### config.mk
export PLATFORM = sky130hd
export DESIGN_NAME = rtc_bus_arbiter
export DESIGN_NICKNAME = d
export VERILOG_FILES = /design/src/rtl/rtc_bus_pkg.sv /design/src/rtl/rtc_arb_counter.sv /design/src/rtl/rtc_bus_arbiter.sv
export SDC_FILE = /design/constraint.sdc
export NUM_CORES = 1
export LEC_CHECK = 0
export BUFFER_PORTS_ARGS = -buffer_cell sky130_fd_sc_hd__buf_2
export CORE_MARGIN = 2
export CORE_UTILIZATION = 62
export CTS_BUF_LIST = sky130_fd_sc_hd__clkbuf_8
export DETAILED_ROUTE_END_ITERATION = 10
export HOLD_SLACK_MARGIN = 0.03
export PLACE_DENSITY = 0.87
export RECOVER_POWER = 25
export SETUP_SLACK_MARGIN = 0.05
export SLEW_MARGIN = 25
export SYNTH_ARGS = -nofsm -noshare
export SYNTH_HDL_FRONTEND = slang
export SYNTH_SLANG_ARGS = --single-unit
### constraint.sdc
create_clock -name clk -period 2.3 [get_ports clk]
set_input_delay 0.23 -clock clk [delete_from_list [all_inputs] [get_ports clk]]
set_output_delay 0.23 -clock clk [all_outputs]
set_load 0.02 [all_outputs]
### src/rtl/rtc_bus_pkg.sv
// Shared encodings and defaults for the RTC bus arbiter.
package rtc_bus_pkg;

   typedef enum logic [1:0] {
      ST_IDLE  = 2'd0,
      ST_GRANT = 2'd1,
      ST_GUARD = 2'd2
   } state_e;

   typedef enum logic [1:0] {
      G_NONE  = 2'd0,
      G_INIT  = 2'd1,
      G_READ  = 2'd2,
      G_WRITE = 2'd3
   } grant_e;

   localparam int DEF_GUARD_CYC   = 2;
   localparam int DEF_TIMEOUT_CYC = 255;
   localparam int DEF_TW          = 8;

endpackage

### src/rtl/rtc_arb_counter.sv
// Loadable up-counter shared by the grant timeout and the guard delay.
// Load clears to zero and has priority over increment; eq is a live compare.
module rtc_arb_counter #(
   parameter int TW = 8
) (
   input  logic          clk,
   input  logic          reset,
   input  logic          load,
   input  logic          inc,
   input  logic [TW-1:0] cmp_val,
   output logic          eq
);

   logic [TW-1:0] cnt;

   always_ff @(posedge clk or negedge reset) begin
      if (!reset) begin
         cnt <= '0;
      end else if (load) begin
         cnt <= '0;
      end else if (inc) begin
         cnt <= cnt + 1'b1;
      end
   end

   assign eq = (cnt == cmp_val);

endmodule

### src/rtl/rtc_bus_arbiter.sv
// Grants the shared RTC bus to one of init/read/write; init first, R/W alternate on ties.
// Grant visible one cycle after the request is sampled in IDLE; guard gap between owners.
module rtc_bus_arbiter
   import rtc_bus_pkg::*;
#(
   parameter int GUARD_CYC   = DEF_GUARD_CYC,
   parameter int TIMEOUT_CYC = DEF_TIMEOUT_CYC,
   parameter int TW          = DEF_TW
) (
   input  logic clk,
   input  logic reset,
   input  logic req_i,
   input  logic req_r,
   input  logic req_w,
   input  logic done_i,
   input  logic done_r,
   input  logic done_w,
   output logic seli,
   output logic selr,
   output logic selw,
   output logic busy,
   output logic init_ok,
   output logic timeout_err
);

   localparam logic [TW-1:0] TO_VAL = TW'(TIMEOUT_CYC);
   // Guard compare is against the last guard cycle's count, hence the minus one.
   localparam logic [TW-1:0] GD_VAL = (GUARD_CYC > 0) ? TW'(GUARD_CYC - 1) : '0;

   state_e        state_q, state_d;
   grant_e        gnt_q, gnt_d;
   logic          last_rw_q, last_rw_d;   // 1: write was served last
   logic          init_ok_d;
   logic          to_d;
   logic          cnt_load, cnt_inc, cnt_eq;
   logic [TW-1:0] cmp_val;
   logic          gdone, greq;
   logic          elig_r, elig_w;

   rtc_arb_counter #(.TW(TW)) u_cnt (
      .clk     (clk),
      .reset   (reset),
      .load    (cnt_load),
      .inc     (cnt_inc),
      .cmp_val (cmp_val),
      .eq      (cnt_eq)
   );

   always_comb begin
      gdone = 1'b0;
      greq  = 1'b0;
      case (gnt_q)
         G_INIT:  begin gdone = done_i; greq = req_i; end
         G_READ:  begin gdone = done_r; greq = req_r; end
         G_WRITE: begin gdone = done_w; greq = req_w; end
         default: ;
      endcase
   end

   assign elig_r = req_r & init_ok;
   assign elig_w = req_w & init_ok;

   always_comb begin
      state_d   = state_q;
      gnt_d     = gnt_q;
      last_rw_d = last_rw_q;
      init_ok_d = init_ok;
      to_d      = 1'b0;
      cnt_load  = 1'b0;
      cnt_inc   = 1'b0;
      cmp_val   = TO_VAL;
      case (state_q)
         ST_IDLE: begin
            cnt_load = 1'b1;
            if (req_i) begin
               gnt_d   = G_INIT;
               state_d = ST_GRANT;
            end else if (elig_r && (!elig_w || last_rw_q)) begin
               gnt_d     = G_READ;
               last_rw_d = 1'b0;
               state_d   = ST_GRANT;
            end else if (elig_w) begin
               gnt_d     = G_WRITE;
               last_rw_d = 1'b1;
               state_d   = ST_GRANT;
            end
         end
         ST_GRANT: begin
            cnt_inc = 1'b1;
            // Priority: done, then request withdrawal, then timeout.
            if (gdone || !greq || cnt_eq) begin
               gnt_d    = G_NONE;
               cnt_load = 1'b1;
               if (gdone && (gnt_q == G_INIT)) begin
                  init_ok_d = 1'b1;
               end
               to_d    = !gdone && greq;
               state_d = (GUARD_CYC == 0) ? ST_IDLE : ST_GUARD;
            end
         end
         ST_GUARD: begin
            cmp_val = GD_VAL;
            cnt_inc = 1'b1;
            if (cnt_eq) begin
               cnt_load = 1'b1;
               state_d  = ST_IDLE;
            end
         end
         default: begin
            state_d = ST_IDLE;
            gnt_d   = G_NONE;
         end
      endcase
   end

   always_ff @(posedge clk or negedge reset) begin
      if (!reset) begin
         state_q     <= ST_IDLE;
         gnt_q       <= G_NONE;
         last_rw_q   <= 1'b1;
         init_ok     <= 1'b0;
         timeout_err <= 1'b0;
         seli        <= 1'b0;
         selr        <= 1'b0;
         selw        <= 1'b0;
      end else begin
         state_q     <= state_d;
         gnt_q       <= gnt_d;
         last_rw_q   <= last_rw_d;
         init_ok     <= init_ok_d;
         timeout_err <= to_d;
         seli        <= (gnt_d == G_INIT);
         selr        <= (gnt_d == G_READ);
         selw        <= (gnt_d == G_WRITE);
      end
   end

   assign busy = (state_q != ST_IDLE);

endmodule
==> impl_metrics.ini <==
[clocking]
clk_latency_ps = 260
htree_num_levels = 1
numClockSinks = 18
root_buffer = clkbuf_8
cts_buffer_depth = 2
cts_resized = 0
numCtsBuffers = 3
cts_tree = done
cts.clk_slew.worst_paths_ps = 70

[sta]
max_freq_ghz = 0.613
finalSetupViolations = 0
post-route-period-util_pct = 70.9
slew_headroom_pct = 39.0
period_needed_ps = 1630
fin_setup_tns_ps = 0
finalHoldViolCount = 0
worst_slew_pin_slew_ps = 915
rsz0062_at_grt = no
skew_ps = 2.75
whs_ps = 181
slew_violations = 0

[job]
max-cap-violations = 0

[global_route]
grt.total_usage_pct = 28.0
gr-total-overflow = 0
antenna_found_initial = 0
grt_pass1_vias = 827
grt_max_degree = 19
grt_pass1_wl_mm = 3.86

[die]
initial_core_util_pct = 66.5
die_h_um = 44.2
die_x_um = 44.2
core-area_sq_um = 1510
io_pins = 14
die-area_sq_um = 1950
rows = 14

[critical_path]
cp.required_ps = 2500
worstReg2RegEnd = seli$_DFF_PN0_
r2r_cells = 4
path_max_fanout = 6
end_kind = flip-flop
worst_setup_path_start_kind = flip-flop
rrSetupSlack_ps = 670
worstPathArrival_ps = 1830
path_class = flip-flop to flip-flop
timing.rr.start = gnt_q[1]$_DFF_PN0_

[detailed_routing]
drt-initial-drc-count = 64
detailroute.via_count = 886
drt-total-wl_mm = 2.31
drtAntennaViolNets = 0
wl_per_cell_um = 17.2
viasPerCell = 6.61
drc = 0
detail_route.first_pass.iterations = 4

[synth]
synth_top_area_cell = dfrtp_1
synth_fp_nets = 111
synthArstFlopShare_pct = 100
avgSynthCellArea_sq_um = 9.83
ys_seq_elements = 18
ys.flop_type = dfrtp_1
yosysSeqAreaShare_pct = 45.1
synth_top_area_share_pct = 42.4
yosys-top-cells-area = dfrtp_1 (42%), xor2_1 (4.4%), nand3_1 (3.5%), a31oi_1 (3.1%), o21ai_0 (3.0%)
synth_warnings = 0
synth_cells = 102
synthDistinctLibCells = 36
synth-edff-count = 0
syn_area_sq_um = 1000

[finish]
drive_gt1_share_pct = 18.6
final_nets = 128
num-fill-cells = 109
diodes = 0
syn2layout_area_growth_pct = 13.9

[status]
status = finished, final reports clean

[pwr]
p_total_mw = 1.25
power.switching_mw = 0.513
max-vdd-ir-drop_mv = 0.846
p_sw_share_pct = 41.1
power_frac_comb_pct = 37.7
power_frac_clock_pct = 20.7
pwr-share-seq_pct = 41.6
total_leakage_power_nw = 0.519
power.density_nw_per_um2 = 1090
p_int_mw = 0.735

[hold_path]
min_to = last_rw_q$_DFFE_PN1P_
min_from = req_r
hold_depth = 2
hp-class = input pin to flip-flop

[placement]
gp_congestion = 0.912
port_buffers = 13
dp_hpwl_mm = 1.62
## worst max-delay path by stage
stage          cells past startpoint                startpoint  slack, ps                     end
6_report                           4        gnt_q[1]$_DFF_PN0_        670          seli$_DFF_PN0_
5_1_grt                            4  u_cnt.cnt[2]$_DFFE_PN0P_        540  state_q[1]$_DFFE_PN0P_
4_1_cts                            4        gnt_q[1]$_DFF_PN0_        710          seli$_DFF_PN0_
3_5_place_dp                       4        gnt_q[1]$_DFF_PN0_        740          seli$_DFF_PN0_
3_3_place_gp                       4  u_cnt.cnt[4]$_DFFE_PN0P_        780  state_q[1]$_DFFE_PN0P_
2_1_floorplan                      4        gnt_q[1]$_DFF_PN0_        920          selr$_DFF_PN0_
## area by class of cell
class                   instances  area [sq um]  share of cell area [%]
multi-input cells              76           518                    45.4
flip-flops and latches         18           452                    39.6
repair buffers                 14          73.8                    6.47
clock buffers                   4          55.1                    4.82
inverters                       6          22.5                    1.97
well taps                      16          20.0                    1.75
## synthesized netlist by cell type (all sizes together) (2+ instances only)
| cell | count |
|---|---|
| xor2 | 5 |
| nor2 | 8 |
| a21oi | 5 |
| dfrtp | 17 |
| nand3 | 7 |
| and2 | 2 |
| o21ai | 6 |
| nand4bb | 2 |
| inv | 6 |
| nand2 | 5 |
| and3 | 3 |
| nand4 | 6 |
| nand2b | 4 |
| a31oi | 6 |
| buf | 2 |
## timing repair
item                      4_1_cts  5_1_grt
hold buffers                    1        0
buffers inserted                0        0
hold endpoints to repair       17        0
## power by group through the flow
| stage | combinational [mW] | sequential (mW) | clock [mW] |
|---|---|---|---|
| 2_1_floorplan | 0.357 | 0.489 | 0 |
| 3_3_place_gp | 0.438 | 0.510 | 0 |
| 3_5_place_dp | 0.452 | 0.518 | 0 |
| 4_1_cts | 0.464 | 0.514 | 0.263 |
| 5_1_grt | 0.520 | 0.530 | 0.270 |
| 6_report | 0.470 | 0.519 | 0.258 |
## routing by layer
layer | wire length [um] | GRT usage [%] | up-vias
met4 | 79 | 15.8 | 0
met5 | 0 | 0 | -
met3 | 192 | 6.53 | 9
met2 | 1070 | 41.5 | 61
met1 | 972 | 37.7 | 406
li1 | - | - | 410
## metrics by stage
step	cells	area, sq um	setup slack (ps)	utilization [%]
6_report	134	1140	670	75.7
3_5_place_dp	129	1080	737	71.5
5_1_grt	134	1140	540	75.7
4_1_cts	134	1140	707	75.8
2_1_floorplan	102	1000	916	-
3_3_place_gp	129	1080	779	71.5
## registers in the layout, indices dropped and copies added, names as in the netlist
register and cells:
u_cnt.cnt 8, gnt_q 2, state_q 2, init_ok 1
last_rw_q 1, seli 1, selr 1, selw 1
timeout_err 1
## worst max-delay path, cell delays in order, from the launching register on
cell	delay, ps
dfrtp_1	460
nand4bb_1	340
a31oi_1	380
and3_1	250
o211a_1	140
## logic make-up (layout without fill, tap and decap cells)
group	count (synthesis)	after routing	synth area share, %
buffers and inverters	8	24	3.25
and+or+nand+nor	43	43	26.5
DFF	18	18	45.1
AOI/OAI and AO/OA	26	26	18.7
xor gates and xnor gates	6	6	5.24
adders and majority gates	1	1	1.25
## layout by cell type, fill, tap and decap left out, types with 2 or more instances in the layout
master     synthesis  layout
nand4bb_1          2       2
inv_1              6       6
nand3_1            7       7
and3_1             3       3
and2_1             2       2
o21ai_0            6       6
xor2_1             5       5
nand2_1            5       5
clkbuf_8           0       4
a31oi_1            5       5
nor2_1             8       8
nand4_1            4       4
buf_2              2      12
nand2b_1           4       4
dfrtp_1           17      17
a21oi_1            5       5
(Power assumes the default switching activity.)
